## src/rtl/life_sequencer.sv

```systemverilog
// Game of Life generation scheduler: raster-scans the current cell bank, applies
// Conway's rule per cell, writes the idle bank, plots changed cells and serves cell loads.
module life_sequencer #(
   parameter int         WIDTH        = 160,
   parameter int         HEIGHT       = 120,
   parameter logic [2:0] ALIVE_COLOUR = 3'b010,
   parameter logic [2:0] DEAD_COLOUR  = 3'b000
) (
   input  logic        clock,
   input  logic        reset,
   input  logic        run,
   input  logic        step,
   input  logic        tick,
   input  logic        load_req,
   input  logic [7:0]  load_x,
   input  logic [6:0]  load_y,
   output logic        load_ack,
   output logic        rd_en,
   output logic        rd_bank,
   output logic [14:0] rd_addr,
   input  logic        rd_data,
   output logic        wr_en,
   output logic        wr_bank,
   output logic [14:0] wr_addr,
   output logic        wr_data,
   output logic        plot,
   output logic [7:0]  plot_x,
   output logic [6:0]  plot_y,
   output logic [2:0]  plot_colour,
   output logic        busy,
   output logic [15:0] generation
);

   typedef enum logic [2:0] {IDLE, LOAD, WAIT_TICK, FETCH, EVAL, NEXT, SWAP} state_t;

   state_t      state_q, state_d;
   logic [7:0]  x_q, x_d;
   logic [6:0]  y_q, y_d;
   logic [3:0]  k_q, k_d;
   logic [3:0]  count_q, count_d;
   logic        centre_q, centre_d;
   logic        data_vld_q;
   logic        cur_bank_q, cur_bank_d;
   logic [15:0] generation_q, generation_d;

   logic        load_ack_q, load_ack_d;
   logic        rd_en_q, rd_en_d, rd_bank_q, rd_bank_d;
   logic [14:0] rd_addr_q, rd_addr_d;
   logic        wr_en_q, wr_en_d, wr_bank_q, wr_bank_d, wr_data_q, wr_data_d;
   logic [14:0] wr_addr_q, wr_addr_d;
   logic        plot_q, plot_d;
   logic [7:0]  plot_x_q, plot_x_d;
   logic [6:0]  plot_y_q, plot_y_d;
   logic [2:0]  plot_colour_q, plot_colour_d;
   logic        busy_q, busy_d;

   logic        load_go, rd_bit, next_cell;
   logic [3:0]  count_full;
   logic signed [1:0] dx, dy;
   logic signed [9:0] nx, ny;

   // Neighbour offsets in fetch order: centre, then the row above, same row, row below.
   function automatic logic signed [1:0] off_dx(input logic [3:0] k);
      case (k)
         4'd1, 4'd4, 4'd6: off_dx = -2'sd1;
         4'd3, 4'd5, 4'd8: off_dx = 2'sd1;
         default:          off_dx = 2'sd0;
      endcase
   endfunction

   function automatic logic signed [1:0] off_dy(input logic [3:0] k);
      case (k)
         4'd1, 4'd2, 4'd3: off_dy = -2'sd1;
         4'd6, 4'd7, 4'd8: off_dy = 2'sd1;
         default:          off_dy = 2'sd0;
      endcase
   endfunction

   // The ack flop guards against re-sampling a request the requester drops one cycle late.
   assign load_go    = load_req & ~load_ack_q;
   assign rd_bit     = data_vld_q & rd_data;
   assign count_full = count_q + {3'b000, rd_bit};
   assign next_cell  = (count_full == 4'd3) | (centre_q & (count_full == 4'd2));

   always_comb begin
      state_d       = state_q;
      x_d           = x_q;
      y_d           = y_q;
      k_d           = k_q;
      count_d       = count_q;
      centre_d      = centre_q;
      cur_bank_d    = cur_bank_q;
      generation_d  = generation_q;
      load_ack_d    = 1'b0;
      wr_en_d       = 1'b0;
      wr_bank_d     = 1'b0;
      wr_addr_d     = '0;
      wr_data_d     = 1'b0;
      plot_d        = 1'b0;
      plot_x_d      = '0;
      plot_y_d      = '0;
      plot_colour_d = '0;
      case (state_q)
         IDLE: begin
            if (load_go) state_d = LOAD;
            else if (step) begin
               state_d = FETCH; x_d = '0; y_d = '0; k_d = '0;
            end else if (run) state_d = WAIT_TICK;
         end
         WAIT_TICK: begin
            if (load_go) state_d = LOAD;
            else if (tick) begin
               state_d = FETCH; x_d = '0; y_d = '0; k_d = '0;
            end else if (!run) state_d = IDLE;
         end
         LOAD: begin
            load_ack_d    = 1'b1;
            wr_en_d       = 1'b1;
            wr_bank_d     = cur_bank_q;
            wr_addr_d     = 15'(load_y) * 15'(WIDTH) + 15'(load_x);
            wr_data_d     = 1'b1;
            plot_d        = 1'b1;
            plot_x_d      = load_x;
            plot_y_d      = load_y;
            plot_colour_d = ALIVE_COLOUR;
            state_d       = IDLE;
         end
         FETCH: begin
            // Read data lags its strobe by one cycle, so step k sees offset k-1.
            if (k_q == 4'd0) begin
               count_d = '0; centre_d = 1'b0;
            end else if (k_q == 4'd1) centre_d = rd_bit;
            else count_d = count_full;
            if (k_q == 4'd8) state_d = EVAL;
            else k_d = k_q + 4'd1;
         end
         EVAL: begin
            wr_en_d   = 1'b1;
            wr_bank_d = ~cur_bank_q;
            wr_addr_d = 15'(y_q) * 15'(WIDTH) + 15'(x_q);
            wr_data_d = next_cell;
            if (next_cell != centre_q) begin
               plot_d        = 1'b1;
               plot_x_d      = x_q;
               plot_y_d      = y_q;
               plot_colour_d = next_cell ? ALIVE_COLOUR : DEAD_COLOUR;
            end
            state_d = NEXT;
         end
         NEXT: begin
            k_d = '0;
            if (x_q == 8'(WIDTH - 1)) begin
               x_d = '0;
               if (y_q == 7'(HEIGHT - 1)) begin
                  y_d = '0; state_d = SWAP;
               end else begin
                  y_d = y_q + 7'd1; state_d = FETCH;
               end
            end else begin
               x_d = x_q + 8'd1; state_d = FETCH;
            end
         end
         SWAP: begin
            cur_bank_d   = ~cur_bank_q;
            generation_d = generation_q + 16'd1;
            state_d      = run ? WAIT_TICK : IDLE;
         end
         default: state_d = IDLE;
      endcase
   end

   // Read strobe and busy are decoded from the next state so the registered
   // outputs line up with the FETCH cycle they belong to.
   always_comb begin
      rd_en_d   = 1'b0;
      rd_bank_d = 1'b0;
      rd_addr_d = '0;
      dx        = off_dx(k_d);
      dy        = off_dy(k_d);
      nx        = $signed({2'b00, x_d}) + $signed({{8{dx[1]}}, dx});
      ny        = $signed({3'b000, y_d}) + $signed({{8{dy[1]}}, dy});
      busy_d    = (state_d == FETCH) || (state_d == EVAL) || (state_d == NEXT) || (state_d == SWAP);
      if ((state_d == FETCH) && !nx[9] && !ny[9] && (nx < 10'(WIDTH)) && (ny < 10'(HEIGHT))) begin
         rd_en_d   = 1'b1;
         rd_bank_d = cur_bank_q;
         rd_addr_d = 15'(ny[6:0]) * 15'(WIDTH) + 15'(nx[7:0]);
      end
   end

   always_ff @(posedge clock) begin
      if (!reset) begin
         state_q       <= IDLE;
         x_q           <= '0;
         y_q           <= '0;
         k_q           <= '0;
         count_q       <= '0;
         centre_q      <= 1'b0;
         data_vld_q    <= 1'b0;
         cur_bank_q    <= 1'b0;
         generation_q  <= '0;
         load_ack_q    <= 1'b0;
         rd_en_q       <= 1'b0;
         rd_bank_q     <= 1'b0;
         rd_addr_q     <= '0;
         wr_en_q       <= 1'b0;
         wr_bank_q     <= 1'b0;
         wr_addr_q     <= '0;
         wr_data_q     <= 1'b0;
         plot_q        <= 1'b0;
         plot_x_q      <= '0;
         plot_y_q      <= '0;
         plot_colour_q <= '0;
         busy_q        <= 1'b0;
      end else begin
         state_q       <= state_d;
         x_q           <= x_d;
         y_q           <= y_d;
         k_q           <= k_d;
         count_q       <= count_d;
         centre_q      <= centre_d;
         data_vld_q    <= rd_en_q;
         cur_bank_q    <= cur_bank_d;
         generation_q  <= generation_d;
         load_ack_q    <= load_ack_d;
         rd_en_q       <= rd_en_d;
         rd_bank_q     <= rd_bank_d;
         rd_addr_q     <= rd_addr_d;
         wr_en_q       <= wr_en_d;
         wr_bank_q     <= wr_bank_d;
         wr_addr_q     <= wr_addr_d;
         wr_data_q     <= wr_data_d;
         plot_q        <= plot_d;
         plot_x_q      <= plot_x_d;
         plot_y_q      <= plot_y_d;
         plot_colour_q <= plot_colour_d;
         busy_q        <= busy_d;
      end
   end

   assign load_ack    = load_ack_q;
   assign rd_en       = rd_en_q;
   assign rd_bank     = rd_bank_q;
   assign rd_addr     = rd_addr_q;
   assign wr_en       = wr_en_q;
   assign wr_bank     = wr_bank_q;
   assign wr_addr     = wr_addr_q;
   assign wr_data     = wr_data_q;
   assign plot        = plot_q;
   assign plot_x      = plot_x_q;
   assign plot_y      = plot_y_q;
   assign plot_colour = plot_colour_q;
   assign busy        = busy_q;
   assign generation  = generation_q;

endmodule
```

## config.mk

```make
export PLATFORM = sky130hd
export DESIGN_NAME = life_sequencer
export DESIGN_NICKNAME = d
export VERILOG_FILES = /design/src/rtl/life_sequencer.sv
export SDC_FILE = /design/constraint.sdc
export NUM_CORES = 1
export LEC_CHECK = 0
export ABC_CLOCK_PERIOD_IN_PS = 7700
export BUFFER_PORTS_ARGS = -buffer_cell sky130_fd_sc_hd__buf_4
export CORE_UTILIZATION = 40
export CTS_CLUSTER_DIAMETER = 30
export CTS_CLUSTER_SIZE = 25
export DETAILED_ROUTE_END_ITERATION = 16
export PLACE_DENSITY = 0.56
export SYNTH_ARGS = -nofsm -noshare
export SYNTH_HDL_FRONTEND = slang
export SYNTH_SLANG_ARGS = --single-unit
```

## constraint.sdc

```tcl
create_clock -name clock -period 7.7 [get_ports clock]
set_input_delay 1.54 -clock clock [delete_from_list [all_inputs] [get_ports clock]]
set_output_delay 1.54 -clock clock [all_outputs]
set_load 0.01 [all_outputs]
```

; ---- Word level (Yosys, flattened, before mapping)
; Cells that the tools add are included.
[op_classes]
n_addsub = 10
shifts = 0
n_bitwise = 6
n_lt_le_gt_ge = 2
mul = 3
n_reduce_logical = 20
n_eq_ne = 26
n_div = 0
muxes = 51
[ops]
columns = cell, count
row1 = $mux W7, 7
row2 = $mux W8, 6
row3 = $add A15 B8 Y15, 3
row4 = $mul A7 B3 Y10 const B, 3
row5 = $pmux W15 S2, 1
row6 = $mux W4, 7
row7 = $mux W3, 9
row8 = $pmux W8 S3, 1
row9 = $pmux W7 S3, 1
row10 = $eq A3 B3 Y1 const B, 6
row11 = $pmux W3 S6, 1
row12 = $add A16 B1 Y16 const B, 1
row13 = $eq A4 B2 Y1 const B, 4
row14 = $eq A4 B3 Y1 const B, 4
row15 = $pmux W4 S4, 1
row16 = $pmux W8 S2, 1
row17 = $pmux W7 S2, 1
row18 = $pmux W2 S2, 3
row19 = $reduce_or A3 Y1, 4
row20 = $add A9 B2 Y10, 1
row21 = $lt A10 B9 Y1 const B, 1
row22 = $add A8 B2 Y9, 1
row23 = $eq A3 B2 Y1 const B, 3
row24 = $lt A9 B8 Y1 const B, 1
row25 = other kinds (25), 47
[totals]
out_inout_bits = 72
latchBits = 0
mem_bits_ro = 0
input_bits = 22
regBits = 101
ramBits = 0
n_memories = 0
elab_cells = 140

; ---- Depth between registers and ports, before layout
[logic_depth]
word_depth = 14
depth_mapped = 27

; ---- Worst setup path before layout
; Ideal clock, no wire load.
[synth_path]
path_type = in2reg
from = in load_req
to = reg rd_addr_q[14], in the netlist rd_addr[14]
path_buffers = 1
path_stages = 22
t_arrival_ps = 6330
required_time_ps = 7613
setup_slack_ps = 1283
path_cell_list = nor2b_1 buf_2 o21ai_2 nand3_2 a211o_2 or3_1 a21oi_1 ha_1 a21o_1 a21oi_1 o21bai_1 a21oi_1 xor2_1 inv_1 ha_1 a21o_1 a21oi_1 nor3b_1 nand3_1 or3_1 a22o_2 a211oi_1
[synth_via]
elab_chain_cells = 13
word_cells_on_any_way = 41
cone_classes = add/sub: 3 / mul: 1 / order compare: 2 / eq/ne: 9 / mux: 14 / bitwise: 1 / reduce/logical: 11
[synth_lines]
columns = element, line_no
row1 = start: declaration, 14  ; input logic load_req,
row2 = $and A1 B1 Y1 *, 80  ; assign load_go = load_req & ~load_ack_q;
row3 = branches (longest 12 deep; another with $add A15 B8 Y15), --
row4 = end signal: assignment, 227  ; rd_addr_q <= rd_addr_d;
row5 = end: declaration, 48  ; logic [14:0] rd_addr_q, rd_addr_d;
; Every way passes the cells marked *.
; A chain may end at the register's enable or synchronous reset.

; ---- Final worst setup path
; Same ends and word-level chain as after synthesis.

==> reports/qor.yml <==
synth:
  synth-warning-count: 0
  ys_ff_latch: 99
  async_reset_ff_share_pct: 0
  synth_top_area_cell: "dfxtp_1"
  synth_cells: 719
  syn_area_um2: 6360
  yosysUniqueCellTypes: 90
  yosysSeqAreaShare_pct: 31.2
  synth_top_area_share_pct: 31.2
  synth_edf_count: 0
  avgSynthCellArea_um2: 8.84
  synthTopCellsByArea: "dfxtp_1 31%, ha_1 12%, xnor2_1 4.3%, xor2_1 4.1%, nor2_1 3.8%"
  synth_ff_type: "dfxtp_1"
sta:
  tns_ns: 0
  post-route-min-period_ns: 6.61
  finalClockSkew_ns: 0.00729
  finalCritPeriodShare_pct: 85.8
  worst_slack_ns: 1.09
  tightest_slew_ns: 1.07
  fmax_mhz: 151
  finalHoldViolCount: 0
  setup_viol: 0
  rsz0062_at_grt: "no"
  report.final.slew_viol_count: 0
  relSlewSlack_pct: 27.9
outcome:
  status: "finished, final reports clean"
clock_network:
  cts_max_level: 3
  cts-root-buf: "clkbuf_16"
  cts_buffers: 9
  cts_hold_buf: 0
  post_cts_resized: 0
  clkSlewWorstSetupHoldPaths_ns: 0.07
  cts_setup_buffers: 0
  clockBufferDepth: 2
  cts_tree: "built"
  clk_latency_ns: 0.36
  clock_sinks: 99
route:
  route.detailed.drc: 0
  ant_nets: 0
  vias: 5322
  drt-wirelength-per-cell_um: 15.1
  drt_pass1_iterations: 4
  drt_iter0_drc: 329
  avgViaCountPerCell: 5.25
  routed_wl_mm: 15.3
finish:
  nNetsFinal: 887
  area_growth_pct: 17.9
  final_layout_size_suffix_gt1_share_pct: 18.8
  final_common_cell: "dfxtp_1"
  stdcell_area_um2: 7490
  antennaDiodeCount: 0
  final_cell_mix: "99 x dfxtp_1, 96 x buf_4, 64 x nor2_1"
die:
  die_height_um: 128
  dieArea_um2: 16400
  die_w_um: 128
  initial_core_util_pct: 41.4
  io_pins: 94
  design.core.area_um2: 15400
  core.rowCount: 45
placed_design:
  preCtsSetupSlack_ns: 0.751
  gp_congestion: 0.888
  placed_cell_area_um2: 7180
  port_buffers: 91
  dpl.hpwl_mm: 11.6
worst_setup_path:
  end_kind: "flip-flop"
  cp.required_ns: 7.97
  cp_data_arrival_time_ns: 6.88
  critPathKind: "input pin to flip-flop"
  start_kind: "input pin"
  critPathMaxFanout: 8
global_routing:
  grt_overflow: 0
  grt_start_max_net_pins: 26
  antenna_found_initial: 0
  grt_pass1_vias: 5002
  grt_pass1_wl_mm: 24.3
  grt.total_usage_pct: 18.8
run:
  maxCapViolCount: 0
power_and_ir_drop:
  p_leak_nw: 3.31
  power_per_cell_area_nw_per_um2: 162
  irDropWorstVdd_mv: 0.107
worst_hold_path:
  hold_path_class: "flip-flop to flip-flop"
[flip-flops by register name, summed over array words and instances, names as in the netlist, 3 cells and up]
name / flops
rd_addr: 15
plot_x: 8
y_q: 7
x_q: 8
state_q: 3
k_q: 4
plot_y: 7
wr_addr: 15
count_q: 4
generation: 16
[worst paths after layout]
check,start,endpoint,slack (ns),depth (start not counted)
hold reg to reg,count_q[0],count_q[0],0.46,2
hold / removal,count_q[0],count_q[0],0.46,2
setup / recovery,load_req,rd_addr[14],1.09,19
setup reg to reg,state_q[2],rd_addr[14],1.75,18
[kinds of logic (layout without fill, tap and decap cells)]
logic type                 count (synthesis)  after routing  share of synthesized area [%]
xor gates and xnor gates                  61             61                           8.40
muxes                                      5              5                          0.787
and+or+nand+nor                          265            265                           23.0
other                                      1              2                         0.0590
DFF                                       99             99                           31.2
buffers and inverters                     68            150                           5.00
adders and majority gates                 68             68                           14.2
AOI/OAI and AO/OA                        152            152                           17.4
[metal layers]
metal | up-vias | part of all wire [%] | global-route usage (%)
li1 | 2691 | - | -
met1 | 2493 | 50 | 25.8
met2 | 125 | 44 | 29.7
met3 | 13 | 3.7 | 2.80
met4 | 0 | 1.6 | 6.99
met5 | - | 0 | 0
[where the power goes]
part | leakage (nW) | total (mW) | switching [mW] | internal, mW
clock network | 0.149 | 0.470 | 0.213 | 0.257
logic | 2.36 | 0.210 | 0.121 | 0.0889
registers | 0.800 | 0.534 | 0.00939 | 0.525
[stage by stage]
stage	power (mW)	instances	util (%)	hold WS, ns
6_report	1.21	1013	48.8	0.461
5_1_grt	1.27	1013	48.8	0.482
4_1_cts	1.23	1013	48.8	0.466
3_5_place_dp	0.755	997	46.7	0.454
3_3_place_gp	0.753	997	46.7	0.448
2_1_floorplan	0.699	720	-	0.436
[Yosys cell counts (4+ instances only)]
library cell / instances
dfxtp_1: 99
nand4_1: 7
o22ai_1: 7
nand3_1: 27
o21bai_1: 7
o21ai_0: 25
nand2b_1: 5
a21oi_1: 35
nor2b_1: 12
a21o_1: 11
buf_6: 5
xor2_1: 30
nor3_1: 6
a22oi_1: 16
nand2_1: 56
inv_1: 37
nor3b_1: 13
and3_1: 7
buf_2: 4
nor4_1: 5
fa_1: 7
clkbuf_1: 19
a211oi_1: 8
nor3_2: 9
nor2_1: 64
xnor2_1: 31
and2_1: 18
ha_1: 61
mux2i_1: 5
[worst max-delay path: stages]
cell and delay (ns):
buf_4 0.08, nor2b_1 0.65, o21ai_2 0.17, a31oi_1 0.23, a211oi_2 0.07, or3_1 0.52
xnor2_1 0.23, ha_1 0.26, nand3b_2 0.16, a211oi_1 0.09, o31ai_1 0.73, nand2_1 0.14
ha_1 0.34, ha_1 0.34, xnor2_1 0.31, nand3_1 0.20, or3_1 0.38, a22o_2 0.21
a211oi_1 0.21
[area by class of cell]
cell class | count | area (um^2)
Multi-Input combinational cell | 553 | 4060
Sequential cell | 99 | 1980
Tap cell | 211 | 264
Fill cell | 1472 | 7880
Clock inverter | 7 | 85.1
Inverter | 38 | 155
Clock buffer | 9 | 225
Timing Repair Buffer | 96 | 721
(Power assumes the default switching activity.)
